$ cat src/rtl/writeback_unit.sv
`default_nettype none
// ============================================================================
// Module   : writeback_unit
// Purpose  : Serialises ALU results and in-order load returns onto the single
//            register-file write port; keeps a per-register busy scoreboard.
// Revision : 1.0 - initial release
// ============================================================================
module writeback_unit #(
  parameter int ISA_WIDTH      = 32,
  parameter int REG_ADDR_WIDTH = 5,
  parameter int LD_DEPTH       = 4
) (
  input  logic                        clk,
  input  logic                        rst_n,
  input  logic                        alu_valid,
  output logic                        alu_ready,
  input  logic [REG_ADDR_WIDTH-1:0]   alu_dest,
  input  logic [ISA_WIDTH-1:0]        alu_data,
  input  logic                        ld_issue_valid,
  output logic                        ld_issue_ready,
  input  logic [REG_ADDR_WIDTH-1:0]   ld_issue_dest,
  input  logic                        ld_rsp_valid,
  input  logic [ISA_WIDTH-1:0]        ld_rsp_data,
  input  logic [REG_ADDR_WIDTH-1:0]   rs_addr,
  input  logic [REG_ADDR_WIDTH-1:0]   rt_addr,
  output logic                        stall,
  output logic                        wb_en,
  output logic [REG_ADDR_WIDTH-1:0]   wb_addr,
  output logic [ISA_WIDTH-1:0]        wb_data,
  output logic [$clog2(LD_DEPTH):0]   ld_pending,
  output logic                        proto_err
);

  localparam int c_ptr_w = $clog2(LD_DEPTH);
  localparam int c_cnt_w = c_ptr_w + 1;
  localparam int c_nregs = 1 << REG_ADDR_WIDTH;
  localparam logic [c_cnt_w-1:0] c_depth = c_cnt_w'(LD_DEPTH);

  logic [REG_ADDR_WIDTH-1:0] r_tags [LD_DEPTH];
  logic [c_ptr_w-1:0]        r_wr_ptr;
  logic [c_ptr_w-1:0]        r_rd_ptr;
  logic [c_cnt_w-1:0]        r_count;
  logic [c_nregs-1:0]        r_busy;
  logic                      r_wb_from_load;

  logic                      w_push;
  logic                      w_pop;
  logic                      w_alu_acc;
  logic                      w_load_retire;
  logic                      w_rs_hz;
  logic                      w_rt_hz;
  logic [c_nregs-1:0]        w_busy_nxt;
  logic [REG_ADDR_WIDTH-1:0] w_head_tag;

  assign w_load_retire = wb_en && r_wb_from_load;
  assign w_head_tag    = r_tags[r_rd_ptr];

  // Issue is judged on the pre-pop count, so a full FIFO refuses issue even
  // when a response frees a slot in the same cycle.
  assign ld_issue_ready = (r_count < c_depth) && !r_busy[ld_issue_dest] &&
                          !(w_load_retire && (wb_addr == ld_issue_dest));
  assign alu_ready      = !ld_rsp_valid && !r_busy[alu_dest];

  assign w_push    = ld_issue_valid && ld_issue_ready;
  assign w_pop     = ld_rsp_valid && (r_count != '0);
  assign w_alu_acc = alu_valid && alu_ready;

  assign w_rs_hz = (rs_addr != '0) && (r_busy[rs_addr] || (wb_en && (wb_addr == rs_addr)));
  assign w_rt_hz = (rt_addr != '0) && (r_busy[rt_addr] || (wb_en && (wb_addr == rt_addr)));
  assign stall   = w_rs_hz || w_rt_hz;

  assign ld_pending = r_count;

  // Busy clears only after the load's register-file write has committed.
  always_comb begin
    w_busy_nxt = r_busy;
    if (w_load_retire) begin
      w_busy_nxt[wb_addr] = 1'b0;
    end
    if (w_push && (ld_issue_dest != '0)) begin
      w_busy_nxt[ld_issue_dest] = 1'b1;
    end
  end

  always_ff @(posedge clk) begin
    if (w_push) begin
      r_tags[r_wr_ptr] <= ld_issue_dest;
    end
  end

  always_ff @(posedge clk or negedge rst_n) begin
    if (!rst_n) begin
      r_wr_ptr       <= '0;
      r_rd_ptr       <= '0;
      r_count        <= '0;
      r_busy         <= '0;
      r_wb_from_load <= 1'b0;
      wb_en          <= 1'b0;
      wb_addr        <= '0;
      wb_data        <= '0;
      proto_err      <= 1'b0;
    end else begin
      if (w_push) begin
        r_wr_ptr <= r_wr_ptr + c_ptr_w'(1);
      end
      if (w_pop) begin
        r_rd_ptr <= r_rd_ptr + c_ptr_w'(1);
      end
      r_count <= r_count + c_cnt_w'(w_push) - c_cnt_w'(w_pop);
      r_busy  <= w_busy_nxt;

      if (ld_rsp_valid && (r_count == '0)) begin
        proto_err <= 1'b1;
      end

      if (w_pop) begin
        wb_en          <= (w_head_tag != '0);
        wb_addr        <= w_head_tag;
        wb_data        <= ld_rsp_data;
        r_wb_from_load <= 1'b1;
      end else if (w_alu_acc) begin
        wb_en          <= (alu_dest != '0);
        wb_addr        <= alu_dest;
        wb_data        <= alu_data;
        r_wb_from_load <= 1'b0;
      end else begin
        wb_en          <= 1'b0;
        r_wb_from_load <= 1'b0;
      end
    end
  end

endmodule
`default_nettype wire

$ cat config.mk
export PLATFORM = sky130hd
export DESIGN_NAME = writeback_unit
export DESIGN_NICKNAME = d
export VERILOG_FILES = /design/src/rtl/writeback_unit.sv
export SDC_FILE = /design/constraint.sdc
export NUM_CORES = 1
export LEC_CHECK = 0
export BUFFER_PORTS_ARGS = -buffer_cell sky130_fd_sc_hd__buf_2
export CORE_MARGIN = 2
export CORE_UTILIZATION = 54
export DETAILED_ROUTE_END_ITERATION = 8
export PLACE_DENSITY = 0.77
export REMOVE_ABC_BUFFERS = 1
export SYNTH_ARGS = -nofsm -noshare
export SYNTH_HDL_FRONTEND = slang
export SYNTH_SLANG_ARGS = --single-unit
$ cat constraint.sdc
create_clock -name clk -period 4.15 [get_ports clk]
set_input_delay 0.6225 -clock clk [delete_from_list [all_inputs] [get_ports clk]]
set_output_delay 0.6225 -clock clk [all_outputs]
set_load 0.005 [all_outputs]
Word level (Yosys, flattened, before mapping)
Memory sizes are Yosys's and may differ from the RTL's.
Index checks and enable logic that the tools add are counted.
- bits in latches: 0
- bits in read-only memories: 0
- input bits: 89
- logic and storage cells: 82
- output and inout bits: 45
- memories kept: 1
- register bits after elaboration: 79
- bits in writable memories: 20
- memory list (memory ; words ; width ; read ports ; clocked after Yosys merged registers in ; write ports ; RTL line ; RTL):
    r_tags ; 4 ; 5 ; 1 ; 0 ; 1 ; 39 ; logic [REG_ADDR_WIDTH-1:0] r_tags [LD_DEPTH];
- bitwise logic cells: 3
- equality and inequality tests: 3
- $lt $le $gt $ge: 8
- muxes and demuxes: 23
- $add $sub $neg: 4
- multipliers: 0
- shift-type cells: 0
- div/mod/pow operators: 0
- reductions and logical operators: 31
- operators by type and width (cell ; number):
    2-to-1 mux 32 bit ; 4
    bitwise AND 32 bit ; 1
    inverter 32 bit ; 1
    bitwise OR 32 bit ; 1
    less-than comparator 5 x 6 -> 1 bit, second input constant ; 5
    nonzero test 5 bit ; 5
    binary-select mux 1 bit (select 5 bit) ; 4
    logical AND 1 bit ; 16
    == test 5 bit ; 3
    2-to-1 mux 1 bit ; 11
    demux 1 bit (select 5 bit) ; 2
    >= comparator 5 x 1 -> 1 bit, second input constant ; 2
    2-to-1 mux 5 bit ; 2
    adder 2 x 1 -> 2 bit, second input constant ; 2
    logical NOT 1 bit ; 4
    adder 3 x 1 -> 3 bit ; 1
    logical NOT 3 bit ; 1
    logical OR 1 bit ; 3
    less-than comparator 3 bit, second input constant ; 1
    nonzero test 3 bit ; 1
    subtractor 3 x 1 -> 3 bit ; 1
    nonzero test 2 bit ; 1

Depth between registers and ports, before layout
- depth after elaboration: 9
- gate-level depth with buffers: 13

Worst setup path before layout
OpenSTA, ideal clock, no wires.
- path type: input port to flip-flop
- start: input ld_issue_dest[0]
- end: register r_count[2], in the netlist ld_pending[2]
- path buffers: 2
- arrival time: 3.416 ns
- required time: 4.026 ns
- slack: 0.610 ns
- library setup time: 0.124 ns
- cell stages on the path: 13
- cells stage by stage: buf_2 > mux4_2 > a32oi_1 > o311ai_1 > or4_1 > buf_2 > ha_1 > inv_1 > ha_1 > inv_1 > fa_1 > xnor2_1 > xnor2_1
- cells in the longest elaborated chain, start to end: 8
- RTL lines (element ; RTL line ; RTL):
    from (decl) ; 21 ; input logic [REG_ADDR_WIDTH-1:0] ld_issue_dest,
    binary-select mux 1 bit (select 5 bit) ; 60 ; assign ld_issue_ready = (r_count < c_depth) && !r_busy[ld_issue_dest] &&
    2-to-1 mux 1 bit (not written as such) ; 60 ;
    logical NOT 1 bit ; 60 ;
    logical AND 1 bit ; 60 ;
    logical AND 1 bit * ; 60 ;
    logical AND 1 bit * ; 64 ; assign w_push = ld_issue_valid && ld_issue_ready;
    adder 3 x 1 -> 3 bit * ; 109 ; r_count <= r_count + c_cnt_w'(w_push) - c_cnt_w'(w_pop);
    subtractor 3 x 1 -> 3 bit * ; 109 ;
    to (signal assigned) ; 109 ;
    to (decl) ; 42 ; logic [c_cnt_w-1:0] r_count;
Every way passes the cells marked *; elsewhere a longest branch is shown, timed or not. The select of a mux whose other input is x is not followed.
A chain may end at the register's enable or synchronous reset.

Worst setup path in the final report
- start: register r_busy[15]
- end: register r_count[2], in the netlist ld_pending[2]
- cells in the longest elaborated chain, start to end: 8
- RTL lines (element ; RTL line ; RTL):
    from (decl) ; 43 ; logic [c_nregs-1:0] r_busy;
    from (signal assigned) ; 110 ; r_busy <= w_busy_nxt;
    binary-select mux 1 bit (select 5 bit) ; 60 ;
    2-to-1 mux 1 bit (not written as such) ; 60 ;
    logical NOT 1 bit ; 60 ;
    logical AND 1 bit (2 in series) ; 60 ;
    logical AND 1 bit ; 64 ;
    adder 3 x 1 -> 3 bit ; 109 ;
    subtractor 3 x 1 -> 3 bit ; 109 ;
Every way passes these cells. The select of a mux whose other input is x is not followed.

==> impl_metrics.yaml <==
drt:
  average_via_count_per_standard_cell: 6.138
  route.vias.total: 4659
  detail_route.first_pass.iterations: 5
  wl_per_cell_um: 18.99
  first_iter_violations: 472
  post-route-drc-count: 0
  sum_of_routed_wire_length_over_all_layers_um: 14420
  ant_nets: 0
power:
  share_comb_of_total_power_pct: 38.3
  pwr_density_cell_nw_per_um2: 581.7
  power.net_switching_w: 0.001462
  leakage_nw: 2.895
  maximum_ir_drop_on_the_vdd_rail_mv: 0.2697
  internal_power_w: 0.002337
  power_frac_seq_pct: 45.0
  power_share_of_the_clock_group_pct: 16.6
  p_sw_share_pct: 38.48
run_status:
  run_status: "complete, no violations"
die:
  core_um2: 10180
  floorplan.die.width_um: 105.7
  starting_density_of_the_core_pct: 54.79
  fp.dieArea_um2: 11160
  die-height_um: 105.7
  rows: 37
  io-pin-count: 134
cells_and_area:
  insertedDiodeCount: 0
  layout-area-overhead-vs-synth_pct: 17.02
  layout.cells.most_common: "buf_2"
  fin_nets: 714
  final_layout_size_suffix_gt1_share_pct: 31.78
  layout_common_cells: "buf_2, dfrtp_1, o21ai_0"
timing:
  setup_violations: 0
  hold_violations: 0
  grt_setup_unrepaired: "no"
  min_period_ps: 3577
  worst_clock_skew_ps: 11.06
  hold_ws_ps: 395.3
  max_slew.worst_pin.slew_ps: 974.6
  slew_viol_final: 0
  slew-limit-headroom_pct: 35.02
  tns_ps: 0
  fmaxAchievable_mhz: 279.6
  period_share_pct: 86.18
critical_path:
  critical_path.endpoint_type: "register"
  critPathLaunchType: "register"
  critical_path_arrival_ps: 3880
  crit_path_max_fanout: 6
  required_time_worst_endpoint_ps: 4450
  timing.setup.critical_path_class: "reg2reg"
yosys:
  synth.yosys.seq_area_share_pct: 46.19
  synthesis.yosys.warnings: 0
  synth_edf_count: 20
  yosys_most_used_dff: "dfrtp_1"
  synthDominantCellAreaShare_pct: 35.43
  flip_flop_and_latch_count_after_synthesis: 99
  post_synth.cell_area_avg_um2: 11.03
  mappedNetlistArea_um2: 5580
  synth_top_cell_by_area: "dfrtp_1"
  post_synth_main_area_contributors: "dfrtp_1, mux4_2, edfxtp_1"
  post_synth_inst_count: 506
  synthArstFlopShare_pct: 79.80
  synthDistinctLibCells: 48
global_routing:
  grt_antenna_before_repair: 0
  track_usage_pct: 26.19
  grt_max_degree: 80
  grt_pass1_wl_um: 22780
  globalRoute.totalOverflow: 0
  first_global_vias: 4569
placement:
  gp_congestion: 0.9927
  buffers_added_on_ports: 133
  dp_hpwl_um: 10530
clock_tree:
  post_cts_resize_count: 0
  worst_path_clk_slew_ps: 100
  clock-root-buffer: "clkbuf_8"
  cts_made_buffers: 9
  cts_tree: "built"
  cts_max_level: 3
  clock-sinks: 99
  cts_hold_repair.buffers: 0
  clk-insertion-delay-late_ps: 380
  postCtsSetupRepairBufs: 0
  clock_tree.buffer_depth: 2
job:
  cap_violations: 0
min_path:
  worstHoldPathType: "in2async"
[routing by layer]
| metal | wire length [um] | GRT usage [%] | vias to the layer above | share of wire [%] |
|---|---|---|---|---|
| met2 | 6776 | 40.97 | 283 | 47 |
| met5 | 0 | 0 | - | 0 |
| met1 | 5666 | 35.13 | 2237 | 39 |
| met3 | 1594 | 6.184 | 37 | 11 |
| met4 | 379 | 11.47 | 0 | 2.6 |
| li1 | - | - | 2102 | - |
[critical path: stages (launching register included)]
cell     delay [ps]
dfrtp_1         450
mux4_2          490
nor2b_1         140
or4_1           540
or4_1           590
ha_1            350
inv_1            50
ha_1            140
inv_1            50
fa_1            380
xnor2_1         180
xnor2_1         140
[per-stage QoR]
stage          cell area, um^2  cells  worst slack, ps  util [%]  power [W]
3_5_place_dp              6330    743            204.2     62.15   0.003152
4_1_cts                   6530    759            585.5     64.12   0.003780
6_report                  6530    759            573.5     64.12   0.003798
5_1_grt                   6530    759            362.6     64.12   0.004026
2_1_floorplan             5426    467            -1741         -   0.002515
3_3_place_gp              6330    743            276.9     62.15   0.003079
[cells in the mapped netlist (2+ instances only)]
cell type / count
dfrtp_1: 79
o21ai_0: 78
nand2_1: 48
mux2i_1: 44
mux4_2: 31
clkbuf_1: 30
edfxtp_1: 20
o21ai_1: 19
xnor2_1: 11
inv_1: 10
nand3_1: 10
nor2_1: 10
xor2_1: 9
nand3b_1: 8
and3_1: 7
nor3_1: 7
a21oi_1: 6
buf_2: 6
ha_1: 6
nand4_1: 6
nor2b_1: 6
mux2_2: 5
nand2b_1: 4
or3_1: 4
or3b_2: 4
a311oi_1: 3
a32oi_1: 3
buf_1: 3
nor3b_1: 3
nor4_1: 3
a22oi_1: 2
a31oi_1: 2
o211ai_1: 2
or3b_1: 2
or4_1: 2
[power groups by stage]
stage	Clock (W)	Sequential [W]	Combinational, W
floorplan	0	0.00162	0.000896
global placement	0	0.00168	0.00140
detailed placement	0	0.00171	0.00145
CTS	0.000641	0.00169	0.00145
global route	0.000676	0.00175	0.00160
finish	0.000632	0.00171	0.00146
[cell type report]
cell class / instances / area, um^2
clock buffer: 9 / 123.9
inverter: 11 / 41.29
clock inverter: 7 / 76.32
multi-input combinational: 357 / 2820
fill: 835 / 3655
timing repair buffer: 140 / 720.7
sequential: 99 / 2577
tap: 136 / 170.2
[sequential cells by signal, indices dropped and copies added (netlist names)]
signal          count
ld_pending          3
proto_err           1
r_busy             32
r_rd_ptr            2
r_tags             20
r_wb_from_load      1
r_wr_ptr            2
wb_addr             5
wb_data            32
wb_en               1
[worst paths after layout]
| path | end | depth (start not counted) | slack, ps | startpoint |
|---|---|---|---|---|
| max | ld_pending[2] | 11 | 570 | r_busy[15] |
| min | r_busy[10] | 1 | 400 | rst_n |
| max reg2reg | ld_pending[2] | 11 | 570 | r_busy[15] |
| min reg2reg | proto_err | 1 | 470 | proto_err |
| max in group asynchronous | wb_data[14] | 1 | 3120 | rst_n |
| min in group clk | wb_data[31] | 3 | 440 | ld_rsp_data[31] |
[kinds of logic (layout without fill, tap and decap cells)]
kind of cell	Yosys count	after routing	synth area share [%]
and+or+nand+nor	126	126	11.79
AOI/OAI and AO/OA	124	124	12.26
DFF	99	99	46.19
muxes	80	80	21.41
buffers and inverters	50	167	3.498
xor gates and xnor gates	20	20	3.139
adders and majority gates	7	7	1.704
Note: power is estimated with default switching activity, not from simulation.
